===== src/rtl/cpu_pkg.sv =====
// Shared constants and types for the branch/execute slice of the 5-stage CPU.
package cpu_pkg;

  localparam logic [3:0] OP_B   = 4'b1000;
  localparam logic [3:0] OP_CBZ = 4'b1001;
  localparam logic [3:0] OP_BLT = 4'b1010;

  localparam logic [2:0] ALU_PASSB = 3'b000;
  localparam logic [2:0] ALU_ADD   = 3'b010;
  localparam logic [2:0] ALU_SUB   = 3'b011;
  localparam logic [2:0] ALU_AND   = 3'b100;
  localparam logic [2:0] ALU_OR    = 3'b101;
  localparam logic [2:0] ALU_XOR   = 3'b110;

  typedef struct packed {
    logic n;
    logic z;
    logic o;
    logic c;
  } flags_t;

endpackage


===== src/rtl/branch_exec_unit_if.sv =====
// RF-stage branch inputs, EX-stage ALU inputs and all results of branch_exec_unit.
// Handshake: none; every input is sampled combinationally each cycle, set_flags qualifies the flag load at the next rising edge.
interface branch_exec_unit_if;
  logic [63:0] pc;
  logic [63:0] db;
  logic [3:0]  opcode;
  logic [18:0] imm19;
  logic [25:0] imm26;
  logic [63:0] alu_a;
  logic [63:0] alu_b;
  logic [2:0]  alu_op;
  logic        set_flags;
  logic [63:0] alu_out;
  logic        n, z, o, c;
  logic        flag_n, flag_z, flag_o, flag_c;
  logic [63:0] pc_br;
  logic        br_taken;

  modport master (
    output pc, db, opcode, imm19, imm26, alu_a, alu_b, alu_op, set_flags,
    input  alu_out, n, z, o, c, flag_n, flag_z, flag_o, flag_c, pc_br, br_taken
  );

  modport slave (
    input  pc, db, opcode, imm19, imm26, alu_a, alu_b, alu_op, set_flags,
    output alu_out, n, z, o, c, flag_n, flag_z, flag_o, flag_c, pc_br, br_taken
  );
endinterface


===== src/rtl/accelerated_branch.sv =====
// RF-stage branch resolution for B, CBZ and B.LT with target adder.
module accelerated_branch
    import cpu_pkg::*;
(
    input  logic [63:0] pc,
    input  logic [63:0] db,
    input  logic [3:0]  opcode,
    input  logic [18:0] imm19,
    input  logic [25:0] imm26,
    input  logic        use_live,
    input  logic        live_n,
    input  logic        live_o,
    input  logic        flag_n,
    input  logic        flag_o,
    output logic [63:0] pc_br,
    output logic        br_taken
);
    logic [63:0] offset;
    logic        sel_n;
    logic        sel_o;

    assign offset = (opcode == OP_B) ? {{36{imm26[25]}}, imm26, 2'b00}
                                     : {{43{imm19[18]}}, imm19, 2'b00};

    add u_add (.a(pc), .b(offset), .y(pc_br));

    // A flag-setting instruction in EX bypasses the register for B.LT.
    assign sel_n = use_live ? live_n : flag_n;
    assign sel_o = use_live ? live_o : flag_o;

    always_comb begin
        br_taken = 1'b0;
        case (opcode)
            OP_B:    br_taken = 1'b1;
            OP_CBZ:  br_taken = (db == 64'd0);
            OP_BLT:  br_taken = (sel_n != sel_o);
            default: br_taken = 1'b0;
        endcase
    end
endmodule


===== src/rtl/add.sv =====
// 64-bit combinational adder, wraps mod 2^64.
module add (
    input  logic [63:0] a,
    input  logic [63:0] b,
    output logic [63:0] y
);
    assign y = a + b;
endmodule


===== src/rtl/alu.sv =====
// 64-bit ALU with N/Z/O/C flags; subtraction is A + ~B + 1 on the shared adder.
module alu
    import cpu_pkg::*;
(
    input  logic [63:0] a,
    input  logic [63:0] b,
    input  logic [2:0]  op,
    output logic [63:0] y,
    output logic        n,
    output logic        z,
    output logic        o,
    output logic        c
);
    logic [63:0] b_eff;
    logic [63:0] b_add;
    logic [63:0] sum;
    logic        cin;
    logic        is_arith;

    always_comb begin
        b_eff    = b;
        cin      = 1'b0;
        is_arith = 1'b0;
        case (op)
            ALU_ADD: is_arith = 1'b1;
            ALU_SUB: begin
                b_eff    = ~b;
                cin      = 1'b1;
                is_arith = 1'b1;
            end
            default: ;
        endcase
    end

    // Fold the carry-in into operand B; the sum mod 2^64 is unchanged.
    assign b_add = b_eff + {63'd0, cin};

    add u_add (.a(a), .b(b_add), .y(sum));

    always_comb begin
        y = '0;
        case (op)
            ALU_PASSB:        y = b;
            ALU_ADD, ALU_SUB: y = sum;
            ALU_AND:          y = a & b;
            ALU_OR:           y = a | b;
            ALU_XOR:          y = a ^ b;
            default:          y = '0;
        endcase
    end

    assign n = y[63];
    assign z = (y == 64'd0);
    // Carry into bit 63 is y[63]^a[63]^b_eff[63]; carry out is the majority of the three.
    assign c = is_arith & ((a[63] & b_eff[63]) | ((a[63] ^ b_eff[63]) & ~y[63]));
    assign o = is_arith & (a[63] == b_eff[63]) & (y[63] != a[63]);
endmodule


===== src/rtl/branch_exec_unit.sv =====
// Integer execute ALU, condition-flag register and accelerated RF-stage branch unit.
module branch_exec_unit
    import cpu_pkg::*;
(
    input  logic               clk,
    input  logic               reset,
    branch_exec_unit_if.slave  bus
);
    flags_t live;
    flags_t flags_q;

    alu u_alu (
        .a  (bus.alu_a),
        .b  (bus.alu_b),
        .op (bus.alu_op),
        .y  (bus.alu_out),
        .n  (live.n),
        .z  (live.z),
        .o  (live.o),
        .c  (live.c)
    );

    always_ff @(posedge clk) begin
        if (reset) begin
            flags_q <= '0;
        end else if (bus.set_flags) begin
            flags_q <= live;
        end
    end

    accelerated_branch u_br (
        .pc       (bus.pc),
        .db       (bus.db),
        .opcode   (bus.opcode),
        .imm19    (bus.imm19),
        .imm26    (bus.imm26),
        .use_live (bus.set_flags),
        .live_n   (live.n),
        .live_o   (live.o),
        .flag_n   (flags_q.n),
        .flag_o   (flags_q.o),
        .pc_br    (bus.pc_br),
        .br_taken (bus.br_taken)
    );

    assign bus.n      = live.n;
    assign bus.z      = live.z;
    assign bus.o      = live.o;
    assign bus.c      = live.c;
    assign bus.flag_n = flags_q.n;
    assign bus.flag_z = flags_q.z;
    assign bus.flag_o = flags_q.o;
    assign bus.flag_c = flags_q.c;
endmodule


===== src/flat_wrapper.sv =====
// flat-port wrapper written by rule: the top's interface ports become plain ports
module branch_exec_unit_flat import cpu_pkg::*;
  (clk, reset, bus_pc, bus_db, bus_opcode, bus_imm19, bus_imm26, bus_alu_a, bus_alu_b, bus_alu_op, bus_set_flags, bus_alu_out, bus_n, bus_z, bus_o, bus_c, bus_flag_n, bus_flag_z, bus_flag_o, bus_flag_c, bus_pc_br, bus_br_taken);
  branch_exec_unit_if bus_i ();
  input  logic clk;
  input  logic reset;
  input wire logic [$bits(bus_i.pc)-1:0] bus_pc;
  input wire logic [$bits(bus_i.db)-1:0] bus_db;
  input wire logic [$bits(bus_i.opcode)-1:0] bus_opcode;
  input wire logic [$bits(bus_i.imm19)-1:0] bus_imm19;
  input wire logic [$bits(bus_i.imm26)-1:0] bus_imm26;
  input wire logic [$bits(bus_i.alu_a)-1:0] bus_alu_a;
  input wire logic [$bits(bus_i.alu_b)-1:0] bus_alu_b;
  input wire logic [$bits(bus_i.alu_op)-1:0] bus_alu_op;
  input wire logic [$bits(bus_i.set_flags)-1:0] bus_set_flags;
  output wire logic [$bits(bus_i.alu_out)-1:0] bus_alu_out;
  output wire logic [$bits(bus_i.n)-1:0] bus_n;
  output wire logic [$bits(bus_i.z)-1:0] bus_z;
  output wire logic [$bits(bus_i.o)-1:0] bus_o;
  output wire logic [$bits(bus_i.c)-1:0] bus_c;
  output wire logic [$bits(bus_i.flag_n)-1:0] bus_flag_n;
  output wire logic [$bits(bus_i.flag_z)-1:0] bus_flag_z;
  output wire logic [$bits(bus_i.flag_o)-1:0] bus_flag_o;
  output wire logic [$bits(bus_i.flag_c)-1:0] bus_flag_c;
  output wire logic [$bits(bus_i.pc_br)-1:0] bus_pc_br;
  output wire logic [$bits(bus_i.br_taken)-1:0] bus_br_taken;
  assign bus_i.pc = bus_pc;
  assign bus_i.db = bus_db;
  assign bus_i.opcode = bus_opcode;
  assign bus_i.imm19 = bus_imm19;
  assign bus_i.imm26 = bus_imm26;
  assign bus_i.alu_a = bus_alu_a;
  assign bus_i.alu_b = bus_alu_b;
  assign bus_i.alu_op = bus_alu_op;
  assign bus_i.set_flags = bus_set_flags;
  assign bus_alu_out = bus_i.alu_out;
  assign bus_n = bus_i.n;
  assign bus_z = bus_i.z;
  assign bus_o = bus_i.o;
  assign bus_c = bus_i.c;
  assign bus_flag_n = bus_i.flag_n;
  assign bus_flag_z = bus_i.flag_z;
  assign bus_flag_o = bus_i.flag_o;
  assign bus_flag_c = bus_i.flag_c;
  assign bus_pc_br = bus_i.pc_br;
  assign bus_br_taken = bus_i.br_taken;
  branch_exec_unit u_core (.clk(clk), .reset(reset), .bus(bus_i));
endmodule

===== config.mk =====
export PLATFORM = sky130hd
export DESIGN_NAME = branch_exec_unit_flat
export DESIGN_NICKNAME = d
export VERILOG_FILES = /design/src/rtl/cpu_pkg.sv /design/src/rtl/branch_exec_unit_if.sv /design/src/rtl/accelerated_branch.sv /design/src/rtl/add.sv /design/src/rtl/alu.sv /design/src/rtl/branch_exec_unit.sv /design/src/flat_wrapper.sv
export SDC_FILE = /design/constraint.sdc
export NUM_CORES = 1
export LEC_CHECK = 0
export CAP_MARGIN = 0
export CORE_UTILIZATION = 35
export CTS_BUF_LIST = sky130_fd_sc_hd__clkbuf_8
export DETAILED_ROUTE_END_ITERATION = 8
export PLACE_DENSITY = 0.7
export SYNTH_ARGS = -nofsm -noshare
export SYNTH_HDL_FRONTEND = slang
export SYNTH_HIERARCHICAL = 1
export SYNTH_SLANG_ARGS = --single-unit

===== constraint.sdc =====
create_clock -name clk -period 14.64 [get_ports clk]
set_clock_uncertainty 0.2 [all_clocks]
set_input_delay 2.928 -clock clk [delete_from_list [all_inputs] [get_ports clk]]
set_output_delay 2.928 -clock clk [all_outputs]
set_load 0.005 [all_outputs]

==> metrics.md <==
| Metric | Value |
|---|---|
| Clock tree buffer depth | 2 |
| First-pass GRT wire length | 113,000 microns |
| Hold Path Sink | u_core/bus.flag_c$_SDFFE_PP0P_ |
| Layout Cells excl Fill | 3,277 |
| Finish-stage setup viols | 0 |
| Filler cell count | 4,629 |
| Synth cell types | 107 |
| Worst setup SP type | input port |
| Detailed Routing Iterations Pass 1 | 6 |
| Hold crit path type | reg2reg |
| Crit path DAT | 11.02 ns |
| Max-cap viol count | 0 |
| Wire length per cell | 23.3 microns |
| Cell count along the critical path | 26 |
| Max stage delay on crit path | 0.60 ns |
| Die height | 217 microns |
| Vias in the first global route | 19,000 |
| Status | complete, no violations |
| Post-DP HPWL | 62,300 microns |
| Fin worst setup slack | 0.492 ns |
| Crit-path leading delay family | simple AND/OR/NAND/NOR gates |
| Row count | 78 |
| Worst path bufs/invs | 3 |
| Worst R2R End | u_core/bus.flag_o$_SDFFE_PP0P_ |
| Worst Tran Pin Value | 1.02 ns |
| Static Leak | 8.84 nW |
| Tmin final | 14.15 ns |
| DRC | 0 |
| Most common cell on crit path | a21oi_1 |
| Ys Warns | 6 |
| TritonCTS clock tree | done |
| Die area | 47,200 sq um |
| Core ar. | 45,600 sq um |
| Reg2reg start | u_core/bus.flag_o$_SDFFE_PP0P_ |
| Hold path start | u_core/bus.flag_c$_SDFFE_PP0P_ |
| Reg2Reg Depth | 2 |
| Data required, critical path | 11.51 ns |
| Fmax | 0.0707 GHz |
| CP Class | in2out |
| Vias/cell | 6.03 |
| Die extent in x | 217 microns |
| Hold Path Cell Cnt | 2 |
| Post-synthesis average cell area | 6.89 sq um |
| DRT antenna net count | 0 |
| VDD IR-drop max | 0.0577 mV |
| I/O Pins | 448 |
| Pwr Total | 1.05 mW |
| Worst R2R Setup Slack | 13.78 ns |
| Routability Congestion | 1.01 |
| Final net count | 3,247 |
| EDFF count, synth | 0 |
| Yosys reg bits | 4 |
| Period utilisation layout | 96.6% |
| Clk_lat worst skew | 0.21 ns |
| Synth-to-layout area growth | 29.4% |
| Post_cts resized | 0 |
| Post-Syn Instances | 2,353 |
| CTS Hold Bufs | 0 |
| Cell Pwr Density | 50.2 nW/um^2 |
| Gr ovfl total | 0 |
| Hold Vio Cnt, Final | 0 |
| Number of I/O port buffers | 447 |
| Max transition margin | 32.0% |
| RSZ-0062 raised after global routing | false |
| Post-synth top area share | 19.8% |
| Initial antenna violation count | 11 |
| Largest area contributor in the netlist | ha_1 |
| Sequential fraction of the synthesis area | 0.494% |
| Synth top area cells | ha_1, xnor2_1, a21oi_1 |
| Critical-path maximum fanout | 8 |
| DRT iter0 DRCs | 1,854 |
| Inst Count DP | 3,272 |
| Setup TNS | 0 ns |
| Total vias in the final route | 19,800 |
| Max-slew violation count | 0 |
| Initial Utilization | 35.6% |
| Total GRT Usage | 30.7% |
| Top_reg_cell synth | dfxtp_1 |
| Crit-path slowest cell | clkdlybuf4s50_1 |
| Buffer count from post-CTS setup fixing | 0 |
| Largest net degree at the start of global routing | 106 |
| Async set-reset flop share out of synthesis | 0% |
| Root cell of the clock tree | clkbuf_8 |
| WL final | 76,400 microns |
| Worst hold slack | 0.310 ns |
| CTS Buf Count | 3 |
| DP Worst Slack | 0.692 ns |
| H-tree levels | 1 |
| CTS sink cnt | 4 |
| Synth Cell Area | 16,200 sq um |
| Worst-path clk slew | 0.04 ns |
| CP endpoint kind | output port |
| Share of layout cells above drive strength 1 | 4.15% |
cell usage in the layout (no fill, tap or decap), types with 14 or more instances in the layout:
| master | Yosys | routed |
|---|---|---|
| o21ai_0 | 91 | 91 |
| inv_1 | 176 | 174 |
| a31oi_1 | 44 | 44 |
| o21a_1 | 22 | 22 |
| nor4_1 | 46 | 46 |
| o22ai_1 | 37 | 37 |
| nand2b_1 | 24 | 24 |
| clkdlybuf4s50_1 | 0 | 444 |
| nand3_1 | 61 | 61 |
| nor2b_1 | 26 | 26 |
| a21oi_1 | 183 | 183 |
| nand2_1 | 186 | 186 |
| nor3_1 | 47 | 47 |
| xnor2_1 | 178 | 178 |
| mux2i_1 | 84 | 84 |
| or3_1 | 17 | 17 |
| and3_1 | 16 | 16 |
| a221oi_1 | 22 | 22 |
| a21o_1 | 61 | 61 |
| o21ai_1 | 15 | 15 |
| ha_1 | 257 | 257 |
| o21bai_1 | 29 | 29 |
| nor2_1 | 166 | 166 |
| o221ai_1 | 22 | 22 |
| xor2_1 | 54 | 54 |
| nand4_1 | 74 | 74 |
| buf_4 | 7 | 29 |
| a221o_1 | 14 | 14 |
| or4_1 | 17 | 17 |
per-layer routing:
metal  track usage (%)  wire length [microns]  share of wire (%)
met2              53.7                  36100                 47
met4              11.8                   3220                4.2
met1              37.6                  31100                 41
met5                 0                    107               0.14
met3              4.37                   5870                7.7
cell type report:
type / count / area (sq um) / share of cell area (%)
diodes: 2 / 5.00 / 0.0238
clock buffers: 3 / 41.3 / 0.197
inverters: 179 / 674 / 3.21
multi-input cells: 2012 / 14700 / 70.2
flip-flops and latches: 4 / 80.1 / 0.382
well taps: 600 / 751 / 3.58
repair buffers: 477 / 4710 / 22.5
per-stage QoR:
step | cell area, sq um | utilization, %
after floorplan | 16200 | -
after global placement | 20900 | 46.0
after detailed placement | 20900 | 46.0
after CTS | 21000 | 46.0
after global routing | 21000 | 46.0
final | 21000 | 46.1
report_power, final:
group / internal (mW) / switching [mW] / leakage (nW) / total [mW]
sequential: 0.0114 / 0.000357 / 0.0325 / 0.0117
combinational: 0.467 / 0.551 / 8.79 / 1.02
clock: 0.0176 / 0.00625 / 0.0216 / 0.0238
flip-flops by register name (all words and copies together), names as in the netlist:
| name | cells |
|---|---|
| u_core/bus.flag_c | 1 |
| u_core/bus.flag_n | 1 |
| u_core/bus.flag_o | 1 |
| u_core/bus.flag_z | 1 |
tightest hold or removal path, delay by kind of cell, from the launching register on:
kind,cells,cell delay (ns)
flops,1,0.32
simple gates,1,0.08
mux,1,0.07
cells by family (layout without fill, tap and decap cells):
group	count (synthesis)	in the layout	synth area share, %
AOI/OAI and AO/OA	656	656	27.0
xor gates and xnor gates	232	232	12.5
adders and majority gates	259	259	20.1
buffers and inverters	339	659	8.77
DFF	4	4	0.494
muxes	107	107	6.80
other	1	5	0.0231
and+or+nand+nor	755	755	24.3
synthesized netlist by cell type (7+ instances only):
cell type,n
a211oi_1,10
a21o_1,61
a21oi_1,183
a221o_1,14
a221oi_1,22
a31o_2,9
a31oi_1,44
and2_1,10
and3_1,16
and4_1,10
buf_1,7
buf_2,51
buf_4,7
buf_6,7
clkbuf_1,82
ha_1,257
inv_1,176
mux2_1,12
mux2_2,10
mux2i_1,84
nand2_1,186
nand2b_1,24
nand3_1,61
nand3b_1,7
nand4_1,74
nor2_1,166
nor2b_1,26
nor3_1,47
nor4_1,46
o211ai_1,12
o21a_1,22
o21ai_0,91
o21ai_1,15
o21bai_1,29
o221ai_1,22
o22a_1,7
o22ai_1,37
o2bb2ai_1,7
o31ai_1,8
or2_2,10
or3_1,17
or4_1,17
xnor2_1,178
xor2_1,54
worst max path at each step:
| stage | from | endpoint | slack (ns) |
|---|---|---|---|
| CTS | bus_alu_b[1] | bus_z | 0.67 |
| finish | bus_alu_b[1] | bus_z | 0.49 |
| detailed placement | bus_alu_b[1] | bus_z | 0.69 |
| global route | bus_alu_b[1] | bus_z | 0.27 |
| floorplan | bus_alu_op[2] | bus_z | 1.41 |
| global placement | bus_alu_b[1] | bus_z | 0.74 |
No activity file was read; power rests on OpenSTA's default activity.
